===== config.mk =====
export PLATFORM = sky130hd
export DESIGN_NAME = bram_ctrl_flat
export DESIGN_NICKNAME = d
export VERILOG_FILES = /design/src/rtl/bram_ctrl_pkg.sv /design/src/rtl/bram_ctrl_if.sv /design/src/rtl/bram_ctrl_btn_debounce.sv /design/src/rtl/bram_ctrl.sv /design/src/flat_wrapper.sv
export SDC_FILE = /design/constraint.sdc
export NUM_CORES = 1
export LEC_CHECK = 0
export CAP_MARGIN = 25
export CORE_MARGIN = 3
export CORE_UTILIZATION = 55
export DETAILED_ROUTE_END_ITERATION = 8
export PLACE_DENSITY = 0.79
export REMOVE_ABC_BUFFERS = 1
export SLEW_MARGIN = 30
export SYNTH_ARGS = -nofsm -noshare
export SYNTH_HDL_FRONTEND = slang
export SYNTH_HIERARCHICAL = 1
export SYNTH_SLANG_ARGS = --single-unit

===== constraint.sdc =====
create_clock -name CLK -period 2.8 [get_ports CLK]
set_clock_uncertainty 0.05 [all_clocks]
set_input_delay 0.28 -clock CLK [delete_from_list [all_inputs] [get_ports CLK]]
set_output_delay 0.28 -clock CLK [all_outputs]
set_load 0.01 [all_outputs]

===== src/rtl/bram_ctrl_pkg.sv =====
// Shared widths, depth and FSM state encoding for the BRAM record/playback controller.
// Latency: n/a (declarations only).
// Backpressure: n/a.
package bram_ctrl_pkg;

  localparam int ADDR_W = 4;
  localparam int DATA_W = 8;
  localparam int DEPTH  = 16;
  // Word count runs 0..DEPTH inclusive, so it needs one bit more than the address.
  localparam int CNT_W  = $clog2(DEPTH + 1);

  typedef enum logic [1:0] {
    ST_IDLE    = 2'd0,
    ST_WRITE   = 2'd1,
    ST_RD_ADDR = 2'd2,
    ST_RD_SHOW = 2'd3
  } state_t;

  // Stored-word count saturates at DEPTH once the ring has wrapped.
  function automatic logic [CNT_W-1:0] cnt_sat_inc(input logic [CNT_W-1:0] c);
    return (c == CNT_W'(DEPTH)) ? c : c + CNT_W'(1);
  endfunction

endpackage


===== src/rtl/bram_ctrl_if.sv =====
// Port-A bundle between the controller and the external single-port BRAM.
// Latency: douta is registered in the memory, valid one edge after addra is sampled.
// Backpressure: none; the memory accepts an access every cycle.
interface bram_ctrl_if;
  import bram_ctrl_pkg::*;

  logic              wea;
  logic [ADDR_W-1:0] addra;
  logic [DATA_W-1:0] dina;
  logic [DATA_W-1:0] douta;

  modport master (
    output wea,
    output addra,
    output dina,
    input  douta
  );

  modport slave (
    input  wea,
    input  addra,
    input  dina,
    output douta
  );

endinterface


===== src/rtl/bram_ctrl_btn_debounce.sv =====
// Button conditioner: 2-flop synchronizer, stable-sample debouncer, rising-edge pulse.
// Latency: pulse appears 2 + DEB_CYCLES edges after the raw input settles high.
// Backpressure: none; the pulse is one cycle wide and is not held for the consumer.
module btn_debounce
  import bram_ctrl_pkg::*;
#(
  parameter int DEB_CYCLES = 50000
) (
  input  logic CLK,
  input  logic CLR,
  input  logic btn_i,
  output logic pulse_o
);

  localparam int DC_W = (DEB_CYCLES > 1) ? $clog2(DEB_CYCLES) : 1;

  logic            sync1_q, sync2_q;
  logic            level_q, level_d;
  logic            pulse_q, pulse_d;
  logic [DC_W-1:0] stab_q, stab_d;

  // Synchronize the raw button into the CLK domain.
  always_ff @(posedge CLK or posedge CLR) begin
    if (CLR) begin
      sync1_q <= 1'b0;
      sync2_q <= 1'b0;
    end else begin
      sync1_q <= btn_i;
      sync2_q <= sync1_q;
    end
  end

  // Count consecutive samples that disagree with the accepted level; flip after DEB_CYCLES of them.
  always_comb begin
    level_d = level_q;
    stab_d  = '0;
    pulse_d = 1'b0;
    if (sync2_q != level_q) begin
      if (stab_q == DC_W'(DEB_CYCLES - 1)) begin
        level_d = sync2_q;
        // Only the low-to-high acceptance is a press.
        pulse_d = sync2_q;
      end else begin
        stab_d = stab_q + DC_W'(1);
      end
    end
  end

  // Debounced level, stability counter and press pulse registers.
  always_ff @(posedge CLK or posedge CLR) begin
    if (CLR) begin
      level_q <= 1'b0;
      stab_q  <= '0;
      pulse_q <= 1'b0;
    end else begin
      level_q <= level_d;
      stab_q  <= stab_d;
      pulse_q <= pulse_d;
    end
  end

  assign pulse_o = pulse_q;

endmodule


===== src/rtl/bram_ctrl.sv =====
// Records SW words into an external 16-deep BRAM on write presses and replays them on LED.
// Latency: write lands the cycle after the press pulse; each replayed word is a 1-cycle address phase plus STEP_CYCLES hold.
// Backpressure: none; write presses during playback are dropped, a play press during playback aborts it.
module bram_ctrl
  import bram_ctrl_pkg::*;
#(
  parameter int DEB_CYCLES  = 50000,
  parameter int STEP_CYCLES = 25000000
) (
  input  logic              CLK,
  input  logic              CLR,
  input  logic [DATA_W-1:0] SW,
  input  logic              BTN_WR,
  input  logic              BTN_PLAY,
  bram_ctrl_if.master       mem,
  output logic [DATA_W-1:0] LED,
  output logic [CNT_W-1:0]  CNT,
  output logic              BUSY
);

  localparam int HOLD_W = (STEP_CYCLES > 1) ? $clog2(STEP_CYCLES) : 1;

  state_t            state_q, state_d;
  logic [ADDR_W-1:0] wr_ptr_q, wr_ptr_d;
  logic [ADDR_W-1:0] rd_ptr_q, rd_ptr_d;
  logic [CNT_W-1:0]  cnt_q, cnt_d;
  logic [DATA_W-1:0] led_q, led_d;
  logic [HOLD_W-1:0] hold_q, hold_d;
  logic              wr_pulse;
  logic              play_pulse;

  btn_debounce #(.DEB_CYCLES(DEB_CYCLES)) u_deb_wr (
    .CLK     (CLK),
    .CLR     (CLR),
    .btn_i   (BTN_WR),
    .pulse_o (wr_pulse)
  );

  btn_debounce #(.DEB_CYCLES(DEB_CYCLES)) u_deb_play (
    .CLK     (CLK),
    .CLR     (CLR),
    .btn_i   (BTN_PLAY),
    .pulse_o (play_pulse)
  );

  // Next-state logic: record, sequential playback of 0..CNT-1, abort on a second play press.
  always_comb begin
    state_d  = state_q;
    wr_ptr_d = wr_ptr_q;
    rd_ptr_d = rd_ptr_q;
    cnt_d    = cnt_q;
    led_d    = led_q;
    // Hold counter restarts from zero on every state entry and only runs while showing a word.
    hold_d   = '0;
    unique case (state_q)
      ST_IDLE: begin
        // Write wins a tie; the simultaneous play pulse is simply not acted on.
        if (wr_pulse) begin
          state_d = ST_WRITE;
        end else if (play_pulse && (cnt_q != '0)) begin
          state_d  = ST_RD_ADDR;
          rd_ptr_d = '0;
        end
      end
      ST_WRITE: begin
        led_d    = SW;
        wr_ptr_d = wr_ptr_q + ADDR_W'(1);
        cnt_d    = cnt_sat_inc(cnt_q);
        state_d  = ST_IDLE;
      end
      ST_RD_ADDR: begin
        if (play_pulse) begin
          state_d = ST_IDLE;
        end else begin
          state_d = ST_RD_SHOW;
        end
      end
      ST_RD_SHOW: begin
        if (play_pulse) begin
          // Abort leaves LED untouched, even on the cycle that would have loaded douta.
          state_d = ST_IDLE;
        end else begin
          if (hold_q == '0) begin
            led_d = mem.douta;
          end
          if (hold_q == HOLD_W'(STEP_CYCLES - 1)) begin
            if ({1'b0, rd_ptr_q} == (cnt_q - CNT_W'(1))) begin
              state_d = ST_IDLE;
            end else begin
              rd_ptr_d = rd_ptr_q + ADDR_W'(1);
              state_d  = ST_RD_ADDR;
            end
          end else begin
            hold_d = hold_q + HOLD_W'(1);
          end
        end
      end
      default: begin
        state_d = ST_IDLE;
      end
    endcase
  end

  // Controller state, pointers, word count, display and hold counter.
  always_ff @(posedge CLK or posedge CLR) begin
    if (CLR) begin
      state_q  <= ST_IDLE;
      wr_ptr_q <= '0;
      rd_ptr_q <= '0;
      cnt_q    <= '0;
      led_q    <= '0;
      hold_q   <= '0;
    end else begin
      state_q  <= state_d;
      wr_ptr_q <= wr_ptr_d;
      rd_ptr_q <= rd_ptr_d;
      cnt_q    <= cnt_d;
      led_q    <= led_d;
      hold_q   <= hold_d;
    end
  end

  // Memory port decode: the read pointer owns the address for the whole playback so douta stays stable.
  always_comb begin
    BUSY      = (state_q == ST_RD_ADDR) || (state_q == ST_RD_SHOW);
    mem.wea   = (state_q == ST_WRITE);
    mem.dina  = (state_q == ST_WRITE) ? SW : '0;
    mem.addra = BUSY ? rd_ptr_q : wr_ptr_q;
  end

  assign LED = led_q;
  assign CNT = cnt_q;

endmodule


===== src/flat_wrapper.sv =====
// flat-port wrapper written by rule: the top's interface ports become plain ports
module bram_ctrl_flat import bram_ctrl_pkg::*;
#(
  parameter int DEB_CYCLES  = 50000,
  parameter int STEP_CYCLES = 25000000
)
  (CLK, CLR, SW, BTN_WR, BTN_PLAY, LED, CNT, BUSY, mem_wea, mem_addra, mem_dina, mem_douta);
  bram_ctrl_if mem_i ();
  input  logic CLK;
  input  logic CLR;
  input  logic [DATA_W-1:0] SW;
  input  logic BTN_WR;
  input  logic BTN_PLAY;
  output logic [DATA_W-1:0] LED;
  output logic [CNT_W-1:0] CNT;
  output logic BUSY;
  output wire logic [$bits(mem_i.wea)-1:0] mem_wea;
  output wire logic [$bits(mem_i.addra)-1:0] mem_addra;
  output wire logic [$bits(mem_i.dina)-1:0] mem_dina;
  input wire logic [$bits(mem_i.douta)-1:0] mem_douta;
  assign mem_wea = mem_i.wea;
  assign mem_addra = mem_i.addra;
  assign mem_dina = mem_i.dina;
  assign mem_i.douta = mem_douta;
  bram_ctrl #(.DEB_CYCLES(DEB_CYCLES), .STEP_CYCLES(STEP_CYCLES)) u_core (.CLK(CLK), .CLR(CLR), .SW(SW), .BTN_WR(BTN_WR), .BTN_PLAY(BTN_PLAY), .mem(mem_i), .LED(LED), .CNT(CNT), .BUSY(BUSY));
endmodule

==> results of run 1 <==
[cells in the final DEF (no fill, tap or decap), types with 5 or more instances in the layout]
cell	Yosys	final
a21oi_1	7	7
a2bb2oi_1	5	5
and3_1	17	17
buf_4	2	5
clkbuf_8	0	9
clkdlybuf4s50_1	0	46
dfrtp_1	88	88
ha_1	8	8
inv_1	21	20
mux2i_1	7	7
nand2_1	28	28
nand2b_1	7	7
nand3_1	22	22
nand4_1	13	13
nand4_2	5	5
nor2_1	61	61
nor3_1	13	13
nor4_1	9	9
o22ai_1	7	7
xnor2_1	39	39
xor2_1	22	22
[where the power goes]
group | switching, W | leakage, nW | internal [W]
clock network | 0.000402 | 0.0945 | 0.000396
logic | 0.0000429 | 0.947 | 0.0000361
registers | 0.00000912 | 1.22 | 0.00128
[registers in the layout, indices dropped and copies added, names as in the netlist, 2 cells and up]
signal and cells:
u_core/CNT 5, u_core/state_q 2, u_core/hold_q 25, u_core/u_deb_play/stab_q 16, u_core/wr_ptr_q 4, u_core/LED 8, u_core/rd_ptr_q 4, u_core/u_deb_wr/stab_q 16
[logic make-up (layout without fill, tap and decap cells)]
kind of cell | count (synthesis) | in the layout
AO/OA/AOI/OAI | 27 | 27
XOR/XNOR | 62 | 62
adder cells (fa/ha/maj) | 8 | 8
buffers and inverters | 34 | 86
flip-flops | 88 | 88
multiplexers | 14 | 14
AND/OR/NAND/NOR | 207 | 207
[worst reg2reg max path, delay by kind of cell (launching register included)]
family	cells	cell delay [ns]
AO/OA/AOI/OAI	1	0.29
multiplexers	1	0.37
adder cells (fa/ha/maj)	1	0.13
AND/OR/NAND/NOR	3	0.89
flip-flops	1	0.43
buffers and inverters	1	0.07
[area by class of cell]
type	count	share of cell area
clock buffer	9	0.0236
clock inverter	5	0.00953
inverter	21	0.0150
multi-input combinational	318	0.413
sequential	88	0.419
tap	102	0.0243
timing repair buffer	51	0.0949
[layer usage]
layer,GRT usage,share of wire
met4,0.0443,0.0065
met2,0.330,0.49
met5,0,0
met1,0.265,0.46
met3,0.0534,0.042
[per-stage QoR]
step / total power, W / hold slack [ns]
after global routing: 0.00227 / 0.293
final: 0.00217 / 0.308
after detailed placement: 0.00139 / 0.290
after floorplan: 0.00135 / 0.194
after CTS: 0.00221 / 0.299
after global placement: 0.00139 / 0.283
[path summary, 6_finish.rpt]
path	startpoint	endpoint	slack, ns	cells past startpoint
worst max-delay path	u_core/state_q[1]	mem_wea	0.39	4
worst min-delay path	u_core/u_deb_wr/sync1_q	u_core/u_deb_wr/sync2_q	0.31	0
worst max register to register	u_core/hold_q[0]	u_core/LED[0]	0.44	7
worst min register to register	u_core/u_deb_wr/sync1_q	u_core/u_deb_wr/sync2_q	0.31	0
max in group asynchronous	CLR	u_core/wr_ptr_q[0]	1.74	3
min in group asynchronous	CLR	u_core/hold_q[19]	0.36	2
==> qor.csv, run 1 <==
stage;metric;value;unit
logic_synthesis;multiplexer area fraction after synthesis;0.0338;
die;DIE HEIGHT;96.6;um
timing;Final Hold Vio Count;0;
finish;area grow syn2layout;16.2;%
critical_path;CP arrival;2.08;ns
clocking;Hold Buf Count CTS;0;
outcome;status;finished, final reports clean;
global_route;gr ovfl total;0;
placed_design;placed insts;580;
global_route;initial antenna violation count;0;
critical_path;Max stage delay on crit path;0.57;ns
logic_synthesis;Mean Syn Cell Area;10.3;um^2
die;Initial Util;0.576;
global_route;GRT Resource Usage Total;0.200;
detailed_routing;number of DRC markers in iteration 0;135;
placed_design;Place WS;0.456;ns
hold_path;worst min path class;reg2reg;
clocking;H-tree levels;3;
logic_synthesis;Adder-Cell Fraction of Synth Area;0.0222;
clocking;clock sink count;88;
logic_synthesis;top-area cell type share of the netlist area;0.487;
logic_synthesis;Compound-Gate Fraction of Synth Area;0.0415;
critical_path;cell family with most CP delay;buffers and inverters;
clocking;maximum clock path buffer count;2;
logic_synthesis;main combinational cell family by area after synthesis;simple AND/OR/NAND/NOR gates;
power_and_ir_drop;LEAKAGE;2.26;nW
critical_path;WP buf/inv;3;
die;core area;0.00785;mm^2
timing;final worst-path cycle share;0.861;
global_route;largest net degree at the start of global routing;32;
logic_synthesis;top post-synthesis cells by area;dfrtp_1 (49%), xnor2_1 (7.6%), nor2_1 (5.1%);
clocking;CTS buffer count;9;
detailed_routing;via count;3318;
critical_path;Slowest cell on crit path;clkdlybuf4s50_1;
critical_path;crit path max fanout;14;
logic_synthesis;Distinct cells, synth;46;
global_route;first-pass GRT wire length;15700;um
logic_synthesis;EDFF count, synth;0;
finish;layout cells sized above 1;0.0854;
power_and_ir_drop;Max VDD drop;0.297;mV
die;site row count;32;
die;Die Footprint;0.00934;mm^2
die;IO Pins;47;
placed_design;routability cong.;0.851;
logic_synthesis;Yosys warnings;6;
timing;Final setup viols;0;
logic_synthesis;Post-Synth XOR/XNOR Area;0.124;
timing;Slew @ Worst Pin;0.727;ns
logic_synthesis;Seq/Total Area, Yosys;0.487;
critical_path;Cell Chain, Critical Path;inv_1 -> nand2_1 -> inv_1 -> clkdlybuf4s50_1;
clocking;clock-pin slew on the worst setup and hold paths;0.08;ns
finish;n_diodes;0;
finish;fill count;649;
finish;footprint of the multi-input gates;0.00217;mm^2
detailed_routing;final WL;8730;um
logic_synthesis;main flop type after synthesis;dfrtp_1;
finish;Cell Count, Final, Fillers Out;594;
die;Die W;96.6;um
critical_path;crit path kind;reg2out;
timing;Fin Setup TNS;0;ns
clocking;clk_lat worst skew;0.35;ns
finish;post-route cell area;0.00525;mm^2
timing;final setup margin;0.389;ns
timing;unrepaired setup endpoints after global routing;false;
placed_design;HPWL Detailed;6340;um
logic_synthesis;Post-Synth Simple-Gate Area;0.259;
detailed_routing;Pre-antenna DRT Iters;4;
critical_path;CP most frequent cell;inv_1;
logic_synthesis;Post-Synthesis Cells;440;
timing;Slew Viols, Final;0;
power_and_ir_drop;pwr dens;413;mW/mm^2
logic_synthesis;Post-synth top cells;dfrtp_1 (88), nor2_1 (61), xnor2_1 (39);
detailed_routing;Final ANT Viol Nets;0;
clocking;CTS root buf;clkbuf_8;
finish;Register Area;0.00220;mm^2
clocking;PostCTS Resize Cnt;0;
detailed_routing;WL per Instance;14.7;um
logic_synthesis;top-count cell post-synth;dfrtp_1;
detailed_routing;DRC viols;0;
logic_synthesis;cell taking the most area after synthesis;dfrtp_1;
timing;worst slew margin relative to its limit;0.515;
timing;Max Freq;0.415;GHz
critical_path;Startpoint Class;register;
critical_path;crit path capture type;output pin;
finish;nets@finish;517;
clocking;CTS tree;yes;
detailed_routing;drt via density;5.59;
finish;Post-Route Utilization;0.669;
timing;Final Critical Period;2.41;ns
logic_synthesis;synthesized area;0.00452;mm^2
placed_design;IO buf count;46;
logic_synthesis;register bit total from synthesis;88;
placed_design;placed inst area;0.00508;mm^2
clocking;post-CTS setup repair buffer count;0;
critical_path;Worst EP required;2.47;ns
logic_synthesis;Async SR Flop Fraction;1.00;
global_route;vias in the first global route;3413;
run;max cap viols;0;
Note: power is estimated with default switching activity, not from simulation.
==> run 2, diff against run 1 <==
- CTS_BUF_LIST: unset -> sky130_fd_sc_hd__clkbuf_8
==> results of run 2 <==
No change in the layout: final DEF, timing and power equal those of run 1.
==> run 3, diff against run 2 <==
- CORE_UTILIZATION: 55 -> 53
- clock period: 2.8 -> 2.2 ns (I/O delays scaled with it)
==> qor.csv, run 3 (synthesized netlist as in run 1, its figures left out) <==
stage;metric;value;unit
detailed_routing;via count;3372;
placed_design;IO buf count;46;
critical_path;crit path capture type;output pin;
power_and_ir_drop;P_int;0.00223;W
detailed_routing;Final ANT Viol Nets;0;
die;Die Footprint;0.00967;mm^2
clocking;H-tree levels;3;
finish;most frequent cells in the layout;dfrtp_1 (88), nor2_1 (61), clkdlybuf4s50_1 (46);
detailed_routing;WL per Instance;14.8;um
power_and_ir_drop;Reg power frac;0.577;
timing;Final Critical Period;2.10;ns
global_route;initial antenna violation count;0;
clocking;post-CTS setup repair buffer count;0;
timing;Fin Setup TNS;0;ns
finish;Cell Count, Final, Fillers Out;604;
clocking;clock sink count;88;
clocking;maximum clock path buffer count;2;
finish;n_diodes;0;
die;Die W;98.3;um
timing;unrepaired setup endpoints after global routing;false;
timing;Final setup viols;0;
detailed_routing;drt via density;5.58;
placed_design;routability cong.;0.827;
finish;nets@finish;523;
clocking;clk_lat worst skew;0.35;ns
power_and_ir_drop;combinational power share;0.036;
die;Initial Util;0.547;
global_route;first-pass GRT wire length;15600;um
global_route;gr ovfl total;0;
global_route;largest net degree at the start of global routing;49;
detailed_routing;met3 WL;362;um
run;max cap viols;0;
hold_path;worst min path class;in2async;
timing;final setup margin;0.0994;ns
detailed_routing;metal2 WL;4370;um
clocking;Hold Buf Count CTS;0;
critical_path;CP arrival;1.83;ns
finish;layout cells sized above 1;0.104;
placed_design;placed insts;589;
finish;area grow syn2layout;18.9;%
die;IO Pins;47;
die;DIE HEIGHT;98.3;um
detailed_routing;WL met1;4120;um
finish;most common cell after layout, fill and taps aside;dfrtp_1;
detailed_routing;Pre-antenna DRT Iters;4;
placed_design;Place WS;0.0780;ns
critical_path;CP endpoint;mem_addra[2];
timing;Final Hold Vio Count;0;
clocking;clock-pin slew on the worst setup and hold paths;0.08;ns
finish;Largest register FFs;25;
timing;worst slew margin relative to its limit;0.493;
power_and_ir_drop;Clk network pwr share;0.386;
detailed_routing;Top Metal Used;met4;
power_and_ir_drop;Max VDD drop;0.361;mV
die;core area;0.00826;mm^2
critical_path;Cell Chain, Critical Path;buf_4 -> mux2_2 -> clkdlybuf4s50_1;
critical_path;Slowest cell on crit path;clkdlybuf4s50_1;
global_route;vias in the first global route;3451;
finish;Top Registers;u_core/hold_q: 25 flops, u_core/u_deb_play/stab_q: 16 flops, u_core/u_deb_wr/stab_q: 16 flops;
timing;Slew @ Worst Pin;0.760;ns
critical_path;internal reg-to-reg setup slack;0.11;ns
power_and_ir_drop;sw frac;0.216;
critical_path;r2r endpoint;u_core/LED[0];
detailed_routing;final WL;8960;um
critical_path;r2r worst-path depth;7;
finish;Post-Route Utilization;0.650;
detailed_routing;DRC viols;0;
clocking;CTS buffer count;9;
die;site row count;33;
critical_path;crit path max fanout;18;
outcome;status;finished, final reports clean;
clocking;CTS root buf;clkbuf_8;
timing;Max Freq;0.476;GHz
critical_path;FF-to-FF Start;u_core/hold_q[0];
timing;final worst-path cycle share;0.955;
critical_path;Max stage delay on crit path;0.48;ns
finish;Top reg by flops;u_core/hold_q;
global_route;GRT Resource Usage Total;0.194;
power_and_ir_drop;pwr dens;529;mW/mm^2
power_and_ir_drop;LEAKAGE;2.31;nW
critical_path;Startpoint Class;register;
timing;Slew Viols, Final;0;
critical_path;Setup crit start;u_core/state_q[1];
critical_path;crit path kind;reg2out;
clocking;CTS tree;yes;
power_and_ir_drop;Net Sw Power;0.000614;W
placed_design;HPWL Detailed;6210;um
detailed_routing;number of DRC markers in iteration 0;176;
critical_path;Worst EP required;1.93;ns
run 3: changes by cell type in the layout (fill, tap and decap cells not counted), moves of 2 or more:
| cell | before | now |
|---|---|---|
| buf_4 | 5 | 9 |
| clkinv_2 | 4 | 0 |
| clkinvlp_4 | 0 | 3 |
| buf_12 | 0 | 2 |
run 3: power by group through the flow:
stage / sequential [W] / combinational [W] / clock, W
after floorplan: 0.00167 / 0.0000496 / 0
after global placement: 0.00167 / 0.000103 / 0
after detailed placement: 0.00167 / 0.000104 / 0
after CTS: 0.00164 / 0.000105 / 0.00113
after global routing: 0.00164 / 0.000116 / 0.00120
final: 0.00164 / 0.000103 / 0.00110
run 3: repair_timing:
action	CTS	global route
gates resized for setup	0	5
setup endpoints to repair	0	4
hold endpoints to repair	0	0
run 3: final cells by class:
cell class                 count  area, um^2
fill                         648        2890
sequential                    88        2200
timing repair buffer          57         568
clock buffer                  10         138
clock inverter                 5        57.6
multi-input combinational    318        2190
tap                          105         131
inverter                      21        82.6
run 3: worst min path at each step:
stage                              startpoint                         to  slack (ns)  cells after the start
floorplan                                 CLR  u_core/u_deb_play/level_q        0.13                      1
global route                           BTN_WR    u_core/u_deb_wr/sync1_q        0.25                      1
CTS                                       CLR          u_core/hold_q[23]        0.25                      3
global placement    u_core/u_deb_play/sync1_q  u_core/u_deb_play/sync2_q        0.28                      0
finish                                    CLR          u_core/hold_q[20]        0.25                      3
detailed placement  u_core/u_deb_play/sync1_q  u_core/u_deb_play/sync2_q        0.29                      0
run 3: stage by stage:
| stage | total power (W) | hold slack, ns | cell area (um^2) |
|---|---|---|---|
| floorplan | 0.00172 | 0.134 | 4450 |
| global placement | 0.00177 | 0.282 | 5150 |
| detailed placement | 0.00178 | 0.287 | 5150 |
| CTS | 0.00288 | 0.249 | 5350 |
| global route | 0.00296 | 0.254 | 5370 |
| finish | 0.00284 | 0.251 | 5370 |
run 3: metal layers:
metal,up-vias,global-route usage
li1,1641,-
met1,1649,0.249
met2,73,0.335
met3,9,0.0357
met4,0,0.0557
met5,-,0
run 3: critical path, delay by kind of cell, from the launching register on:
family / cells / cell delay [ns]
buffers and inverters: 2 / 0.73
flip-flops: 1 / 0.40
multiplexers: 1 / 0.37
